## config.mk

```make
export PLATFORM = sky130hd
export DESIGN_NAME = overlay_mixer
export DESIGN_NICKNAME = d
export VERILOG_FILES = /design/src/rtl/overlay_mixer.sv
export SDC_FILE = /design/constraint.sdc
export NUM_CORES = 1
export LEC_CHECK = 0
export BUFFER_PORTS_ARGS = -buffer_cell sky130_fd_sc_hd__buf_2
export CAP_MARGIN = 20
export CELL_PAD_IN_SITES_DETAIL_PLACEMENT = 0
export CELL_PAD_IN_SITES_GLOBAL_PLACEMENT = 1
export CORE_ASPECT_RATIO = 1.4
export CORE_MARGIN = 2
export CORE_UTILIZATION = 25
export DETAILED_ROUTE_END_ITERATION = 6
export PLACE_DENSITY = 0.77
export SYNTH_ARGS = -nofsm -noshare
export SYNTH_HDL_FRONTEND = slang
export SYNTH_SLANG_ARGS = --single-unit
```

## constraint.sdc

```tcl
create_clock -name clk -period 1.2 [get_ports clk]
set_clock_uncertainty 0.2 [all_clocks]
set_input_delay 0.24 -clock clk [delete_from_list [all_inputs] [get_ports clk]]
set_output_delay 0.24 -clock clk [all_outputs]
set_load 0.01 [all_outputs]
```

## src/rtl/overlay_mixer.sv

```systemverilog
// overlay_mixer: composites the emblem generator's RRGGBB overlay over the
// background pixel with a key colour and a frame-synchronous alpha level L
// (0..4), then registers pixel and syncs with a matched one-cycle delay.
//
// Build option: define OVERLAY_FADE_EN for the stepped fade state machine
// (HIDDEN / FADE_IN / SHOWN / FADE_OUT with a frame counter).  Without it,
// L jumps straight to 4 or 0 on each frame event and fade_busy is tied low.
//
// Handshake: none.  The pixel path is a free-running one-cycle pipeline with
// no valid/ready, no stalls and no backpressure; every clock moves a pixel.
module overlay_mixer #(
  parameter logic       SYNC_POL    = 1'b0,
  parameter int         FADE_FRAMES = 8,
  parameter logic [5:0] KEY_COLOR   = 6'b100001
) (
  input  logic       clk,
  input  logic       rst,
  input  logic       show,
  input  logic [5:0] bg_rgb,
  input  logic [5:0] ov_rgb,
  input  logic       active_in,
  input  logic       hsync_in,
  input  logic       vsync_in,
  output logic [5:0] rgb_out,
  output logic       hsync_out,
  output logic       vsync_out,
  output logic       active_out,
  output logic [2:0] fade_level,
  output logic       fade_busy
);

  // Elaboration-time guard on the fade step length.
  if (FADE_FRAMES < 1 || FADE_FRAMES > 255) begin : g_bad_fade_frames
    $error("overlay_mixer: FADE_FRAMES must be in 1..255");
  end

  logic [5:0] rgb_q;
  logic       hsync_q;
  logic       vsync_q;
  logic       active_q;
  logic       vs_hist_q;
  logic [2:0] level_q;
  logic [2:0] level_d;
  logic       frame_evt;

  // Frame event: vsync just entered its active level.
  assign frame_evt = (vs_hist_q == ~SYNC_POL) && (vsync_in == SYNC_POL);

  logic [5:0] mix_d;
  logic [2:0] inv_level;
  logic [3:0] acc;

  // Per-channel blend (ov*L + bg*(4-L)) >> 2, with keying and blanking.
  always_comb begin
    mix_d     = '0;
    acc       = '0;
    inv_level = 3'd4 - level_q;
    if (!active_in) begin
      mix_d = '0;
    end else if (ov_rgb == KEY_COLOR) begin
      mix_d = bg_rgb;
    end else begin
      for (int c = 0; c < 3; c++) begin
        acc = {2'b00, ov_rgb[2*c +: 2]} * {1'b0, level_q}
            + {2'b00, bg_rgb[2*c +: 2]} * {1'b0, inv_level};
        mix_d[2*c +: 2] = acc[3:2];
      end
    end
  end

  // Pixel and sync pipeline register; syncs idle at their inactive level.
  always_ff @(posedge clk or posedge rst) begin
    if (rst) begin
      rgb_q    <= '0;
      hsync_q  <= ~SYNC_POL;
      vsync_q  <= ~SYNC_POL;
      active_q <= 1'b0;
    end else begin
      rgb_q    <= mix_d;
      hsync_q  <= hsync_in;
      vsync_q  <= vsync_in;
      active_q <= active_in;
    end
  end

`ifdef OVERLAY_FADE_EN
  localparam logic [1:0] ST_HIDDEN   = 2'd0;
  localparam logic [1:0] ST_FADE_IN  = 2'd1;
  localparam logic [1:0] ST_SHOWN    = 2'd2;
  localparam logic [1:0] ST_FADE_OUT = 2'd3;
  localparam logic [7:0] CNT_LAST    = 8'(FADE_FRAMES - 1);

  logic [1:0] state_q;
  logic [1:0] state_d;
  logic [7:0] cnt_q;
  logic [7:0] cnt_d;
  logic       cnt_done;

  assign cnt_done = (cnt_q == CNT_LAST);

  // Fade state machine; advances only on frame events.  A step saturates L
  // at 4 / 0 so a reversal at either end cannot push L out of range.
  always_comb begin
    state_d = state_q;
    cnt_d   = cnt_q;
    level_d = level_q;
    if (frame_evt) begin
      case (state_q)
        ST_HIDDEN: begin
          if (show) begin
            state_d = ST_FADE_IN;
            cnt_d   = '0;
          end
        end
        ST_FADE_IN: begin
          if (!show) begin
            state_d = ST_FADE_OUT;
            cnt_d   = '0;
          end else if (cnt_done) begin
            cnt_d = '0;
            if (level_q >= 3'd3) begin
              level_d = 3'd4;
              state_d = ST_SHOWN;
            end else begin
              level_d = level_q + 3'd1;
            end
          end else begin
            cnt_d = cnt_q + 8'd1;
          end
        end
        ST_SHOWN: begin
          if (!show) begin
            state_d = ST_FADE_OUT;
            cnt_d   = '0;
          end
        end
        default: begin
          if (show) begin
            state_d = ST_FADE_IN;
            cnt_d   = '0;
          end else if (cnt_done) begin
            cnt_d = '0;
            if (level_q <= 3'd1) begin
              level_d = 3'd0;
              state_d = ST_HIDDEN;
            end else begin
              level_d = level_q - 3'd1;
            end
          end else begin
            cnt_d = cnt_q + 8'd1;
          end
        end
      endcase
    end
  end

  // Fade state and frame counter registers.
  always_ff @(posedge clk or posedge rst) begin
    if (rst) begin
      state_q <= ST_HIDDEN;
      cnt_q   <= '0;
    end else begin
      state_q <= state_d;
      cnt_q   <= cnt_d;
    end
  end

  assign fade_busy = (state_q == ST_FADE_IN) || (state_q == ST_FADE_OUT);
`else
  // Without fading, L snaps to fully shown or hidden at each frame event.
  always_comb begin
    level_d = level_q;
    if (frame_evt) begin
      level_d = show ? 3'd4 : 3'd0;
    end
  end

  assign fade_busy = 1'b0;
`endif

  // Alpha level and vsync history registers.
  always_ff @(posedge clk or posedge rst) begin
    if (rst) begin
      level_q   <= 3'd0;
      vs_hist_q <= ~SYNC_POL;
    end else begin
      level_q   <= level_d;
      vs_hist_q <= vsync_in;
    end
  end

  assign rgb_out    = rgb_q;
  assign hsync_out  = hsync_q;
  assign vsync_out  = vsync_q;
  assign active_out = active_q;
  assign fade_level = level_q;

endmodule

```

==> results.yml, run 1 <==
synthesis:
  synthMuxAreaShare_pct: 4.32
  ys.warnings.count: 0
  synth-simple-area-share_pct: 12.4
  yosysUniqueCellTypes: 17
  synth_seq_area_share_pct: 54.6
  synth_top_family_by_area: "compound AO/OA/AOI/OAI gates"
  syn_avg_cell_area_um2: 12.9
  synth_fa_ha_area_share_pct: 0
  synth_cells: 36
  syn_area_um2: 463
  synth_xor_area_share_pct: 0
  yosys_register_bits: 10
  synth_compound_area_share_pct: 20.5
min_path:
  min_to: "fade_level[2]"
  hold_class: "in -> reg"
  min_from: "show"
  min_path_cells: 2
worst_setup_path:
  path_class: "reg -> out"
  critPathRequiredTime_ps: 760
  worstPathArrival_ps: 890
  reg2reg_slack_ps: -60
  crit_slowest_cell: "dfstp_2"
  rr_endpoint: "rgb_out[3]"
  cp_slowest_stage_delay_ps: 540
  ff2ff_path_depth: 3
  regToRegStartpoint: "fade_level[2]"
  cp-end-kind: "output pin"
  cp_cell_sequence: "buf_6"
  cp_max_fo: 2
  worst-path-buf-inv: 1
  path_delay_family: "flip-flops"
  start_kind: "flip-flop"
die:
  die_area_mm2: 0.00222
  fp-row-count: 18
  die-width_um: 40.4
  die_h_um: 54.9
  core_area_mm2: 0.00176
  ios: 31
  start_util_pct: 26.4
pwr:
  worst_ir_drop_vdd_mv: 0.361
  leakagePower_uw: 0.000396
  power_uw: 891
  power_density_mw_per_mm2: 1160
detailed_routing:
  drt.antenna.violating_nets: 0
  drc: 0
  route.detailed.vias_per_inst: 4.32
  vias: 419
  drt_pass1_iterations: 2
  dr.first_iter.drc_count: 4
  avgRoutedWirePerCell_um: 10.7
  totalWireLength_mm: 1.04
layout:
  drive_gt1_share_pct: 63.6
  final_util_pct: 43.9
  final_common_cell: "buf_2"
  design_area_um2: 771
  final_nets: 96
  syn_to_final_growth_pct: 66.5
  antennaDiodeCount: 0
  mostFrequentLayoutCells: "buf_2 (23), dfrtp_1 (7), buf_4 (6)"
timing:
  final_max_slew_viol_count: 0
  final-hold-violation-count: 0
  whs_ps: 33.7
  finalCriticalPeriod_ps: 1330
  fin_crit_sh_pct: 111
  fmax_ghz: 0.753
  rsz0062_at_grt: "yes"
  worst_slack_ps: -128
  setup_viol: 9
cts:
  clk_pin_slew_worst_paths_ps: 70
  htreeDepth: 1
  root_buffer: "clkbuf_4"
  clock_path_buffers: 2
  cts_tree: "built"
  numCtsBuffers: 3
  insertion_delay_ps: 250
  clock-sinks: 10
job:
  drv_cap: 0
placement:
  placed_area_um2: 639
  dpl.hpwl_um: 836
  preCtsSetupSlack_ps: -125
  portBuffers: 27
  gp_congestion: 0.697
global_routing:
  grt_overflow: 0
  grt_pass1_wl_mm: 1.65
  grt_pass1_vias: 422
  grtUsageTotal_pct: 11.3
  grt_max_degree: 11
  antenna_found_initial: 0
status:
  status: "complete, but fails checks"
  violations: "negative setup slack"
metrics by stage:
step / std cells / setup TNS (ps)
after global routing: 97 / -1070
after detailed placement: 86 / -542
after global placement: 86 / -459
final: 97 / -625
after floorplan: 38 / 0
after CTS: 97 / -628
final cells by class:
cell class	count	area [µm²]
fill	179	986
timing repair buffer	38	256
sequential	10	254
multi-input combinational	22	184
clock buffer	4	36.3
tap	20	25.0
inverter	3	15.0
sequential cells by signal, indices dropped and copies added (netlist names):
register,cells
vs_hist_q,1
hsync_out,1
fade_level,1
rgb_out,6
active_out,1
worst max-delay path by stage:
stage	startpoint	endpoint	slack, ps	cells past startpoint
global route	fade_level[2]	fade_level[2]	-150	2
detailed placement	ov_rgb[4]	rgb_out[0]	-120	4
CTS	vs_hist_q	vsync_out	-140	1
floorplan	fade_level[2]	rgb_out[2]	5	2
global placement	ov_rgb[4]	rgb_out[0]	-110	4
finish	vs_hist_q	vsync_out	-130	1
cell families after synthesis:
logic type | count (synthesis)
DFF | 10
buffers and inverters | 6
other | 1
muxes | 2
and+or+nand+nor | 6
AOI/OAI and AO/OA | 11
cell usage after synthesis:
library cell | number | area [µm²]
conb_1 | 1 | 3.75
nand3_1 | 2 | 10.0
buf_4 | 3 | 22.5
and4bb_4 | 1 | 16.3
dfrtp_1 | 8 | 200
a31o_2 | 1 | 8.76
a21o_1 | 2 | 15.0
a21boi_0 | 2 | 15.0
a21oi_1 | 1 | 5.00
o221a_2 | 2 | 22.5
a21oi_2 | 1 | 8.76
mux2i_1 | 2 | 20.0
dfstp_2 | 2 | 52.6
o311a_1 | 2 | 20.0
nor2b_4 | 2 | 27.5
inv_1 | 3 | 11.3
nor2_1 | 1 | 3.75
per-layer routing:
| metal | share of wire [%] | vias to the layer above | wire length, µm | global-route usage [%] |
|---|---|---|---|---|
| met3 | 7.4 | 2 | 77 | 2.40 |
| met1 | 37 | 195 | 389 | 12.6 |
| met2 | 54 | 17 | 560 | 19.0 |
| li1 | - | 205 | - | - |
| met5 | 0 | - | 0 | 0 |
| met4 | 0.96 | 0 | 10 | 6.67 |
where the power goes:
group | internal (µW) | total (µW) | switching [µW] | leakage (µW)
logic | 121 | 214 | 93.3 | 0.000254
clock network | 184 | 300 | 116 | 0.0000210
registers | 367 | 377 | 10.0 | 0.000121
timing repair:
item | 4_1_cts | 5_1_grt
hold buffers | 4 | 0
pin swaps | 2 | 0
hold endpoints to repair | 11 | 0
endpoints found under the setup margin | 5 | 17
buffers inserted | 3 | 0
resized for setup | 6 | 2
Note: power is estimated with default switching activity, not from simulation.
==> inputs of run 2 (changes only) <==
BUFFER_PORTS_ARGS = -buffer_cell sky130_fd_sc_hd__clkbuf_2   (was -buffer_cell sky130_fd_sc_hd__buf_2)
==> run 2 against run 1 <==
Effect of this change: largest cell class unchanged; final area fell by 1.1%; maximum frequency grew 0.13%; power fell by 6.9%; largest power group unchanged; die area unchanged; the flow still finishes with violations (negative setup slack); register-to-register slack about the same.
==> results.yml, run 2 (synthesis results as in run 1) <==
job:
  drv_cap: 0
worst_setup_path:
  path_class: "reg -> out"
  worst-path-buf-inv: 1
  start_kind: "flip-flop"
  ff2ff_path_depth: 4
  reg2reg_slack_ps: -60
  cp_max_fo: 2
  worstPathArrival_ps: 890
  rr_endpoint: "rgb_out[0]"
  regToRegStartpoint: "fade_level[2]"
  cp_slowest_stage_delay_ps: 540
  critPathRequiredTime_ps: 760
  critPathLaunch: "vs_hist_q"
  crit_slowest_cell: "dfstp_2"
  path_delay_family: "flip-flops"
  cp_cell_sequence: "buf_6"
  cp-end-kind: "output pin"
layout:
  num-fill-cells: 178
  final_util_pct: 43.4
  drive_gt1_share_pct: 62.8
  syn_to_final_growth_pct: 64.6
  final_nets: 97
  largest_reg_flops: 6
  mostFrequentLayoutCells: "clkbuf_2 (24), dfrtp_1 (7), buf_4 (7)"
  final_common_cell: "clkbuf_2"
  design_area_um2: 762
  antennaDiodeCount: 0
die:
  ios: 31
  fp-row-count: 18
  die-width_um: 40.4
  start_util_pct: 26.4
  core_area_mm2: 0.00176
  die_area_mm2: 0.00222
  die_h_um: 54.9
min_path:
  min_path_cells: 3
  min_from: "bg_rgb[4]"
  hold_class: "in -> reg"
  min_to: "rgb_out[4]"
pwr:
  worst_ir_drop_vdd_mv: 0.446
  power_density_mw_per_mm2: 1090
  leakagePower_uw: 0.000395
global_routing:
  antenna_found_initial: 0
  grt_pass1_vias: 404
  grt_overflow: 0
  grtUsageTotal_pct: 11.7
  grt_pass1_wl_mm: 1.67
  grt_max_degree: 11
timing:
  final-hold-violation-count: 0
  whs_ps: 15.9
  setup_viol: 9
  rsz0062_at_grt: "yes"
  worst_slack_ps: -126
  fmax_ghz: 0.754
  final_max_slew_viol_count: 0
  finalCriticalPeriod_ps: 1330
  fin_crit_sh_pct: 110
placement:
  gp_congestion: 0.677
  portBuffers: 27
  placed_area_um2: 647
  preCtsSetupSlack_ps: -119
detailed_routing:
  avgRoutedWirePerCell_um: 11.2
  vias: 423
  drt.antenna.violating_nets: 0
  totalWireLength_mm: 1.10
  drt_pass1_iterations: 2
  drc: 0
  dr.first_iter.drc_count: 1
  route.detailed.vias_per_inst: 4.32
cts:
  clock-sinks: 10
  clock_path_buffers: 2
  cts_tree: "built"
  root_buffer: "clkbuf_4"
  clk_pin_slew_worst_paths_ps: 70
  numCtsBuffers: 3
  htreeDepth: 1
  insertion_delay_ps: 250
status:
  status: "complete, but fails checks"
  violations: "negative setup slack"
## run 2: cell types whose count changed in the layout (fill, tap and decap cells not counted), sizes merged
cell,change
clkbuf,+24
buf,-23
## run 2: tightest hold or removal path, cell delays in order
cell,delay (ps)
clkbuf_2,90
nand3_1,60
a21boi_1,50
## run 2: timing repair
item | CTS | global route
gates resized for setup | 2 | 8
hold buffers | 4 | 0
endpoints found under the hold margin | 11 | 0
pin swaps | 2 | 1
setup buffers | 2 | 1
setup endpoints to repair | 6 | 16
## run 2: cell type report
class / count / area (µm²) / area share (%)
clock buffer: 4 / 26.3 / 3.45
inverter: 3 / 15.0 / 1.97
multi-input combinational: 22 / 184 / 24.1
sequential: 10 / 254 / 33.3
tap: 20 / 25.0 / 3.28
timing repair buffer: 39 / 258 / 33.8
## run 2: layer usage
layer	track usage, %	vias up	share of wire, %
met5	0	-	0
met3	2.80	2	7.7
met4	8.33	0	0.91
met1	11.5	193	35
met2	20.4	19	57
li1	-	209	-
## run 2: worst max path at each step
stage          slack (ps)             to  cells past startpoint
2_1_floorplan           5     rgb_out[2]                      2
3_3_place_gp          -90     rgb_out[0]                      4
3_5_place_dp         -120     rgb_out[0]                      4
4_1_cts              -150      vsync_out                      1
5_1_grt              -150  fade_level[2]                      2
6_report             -130      vsync_out                      1
## run 2: stage by stage
step / setup TNS, ps / std cells / power, µW
finish: -621 / 98 / 830
global route: -1060 / 98 / 873
CTS: -664 / 97 / 822
detailed placement: -451 / 87 / 558
global placement: -354 / 87 / 554
floorplan: 0 / 38 / 470
## run 2: power by group
part / switching (µW) / leakage, µW / internal (µW)
clock network: 110 / 0.0000150 / 128
registers: 10.6 / 0.000121 / 367
logic: 94.7 / 0.000259 / 119
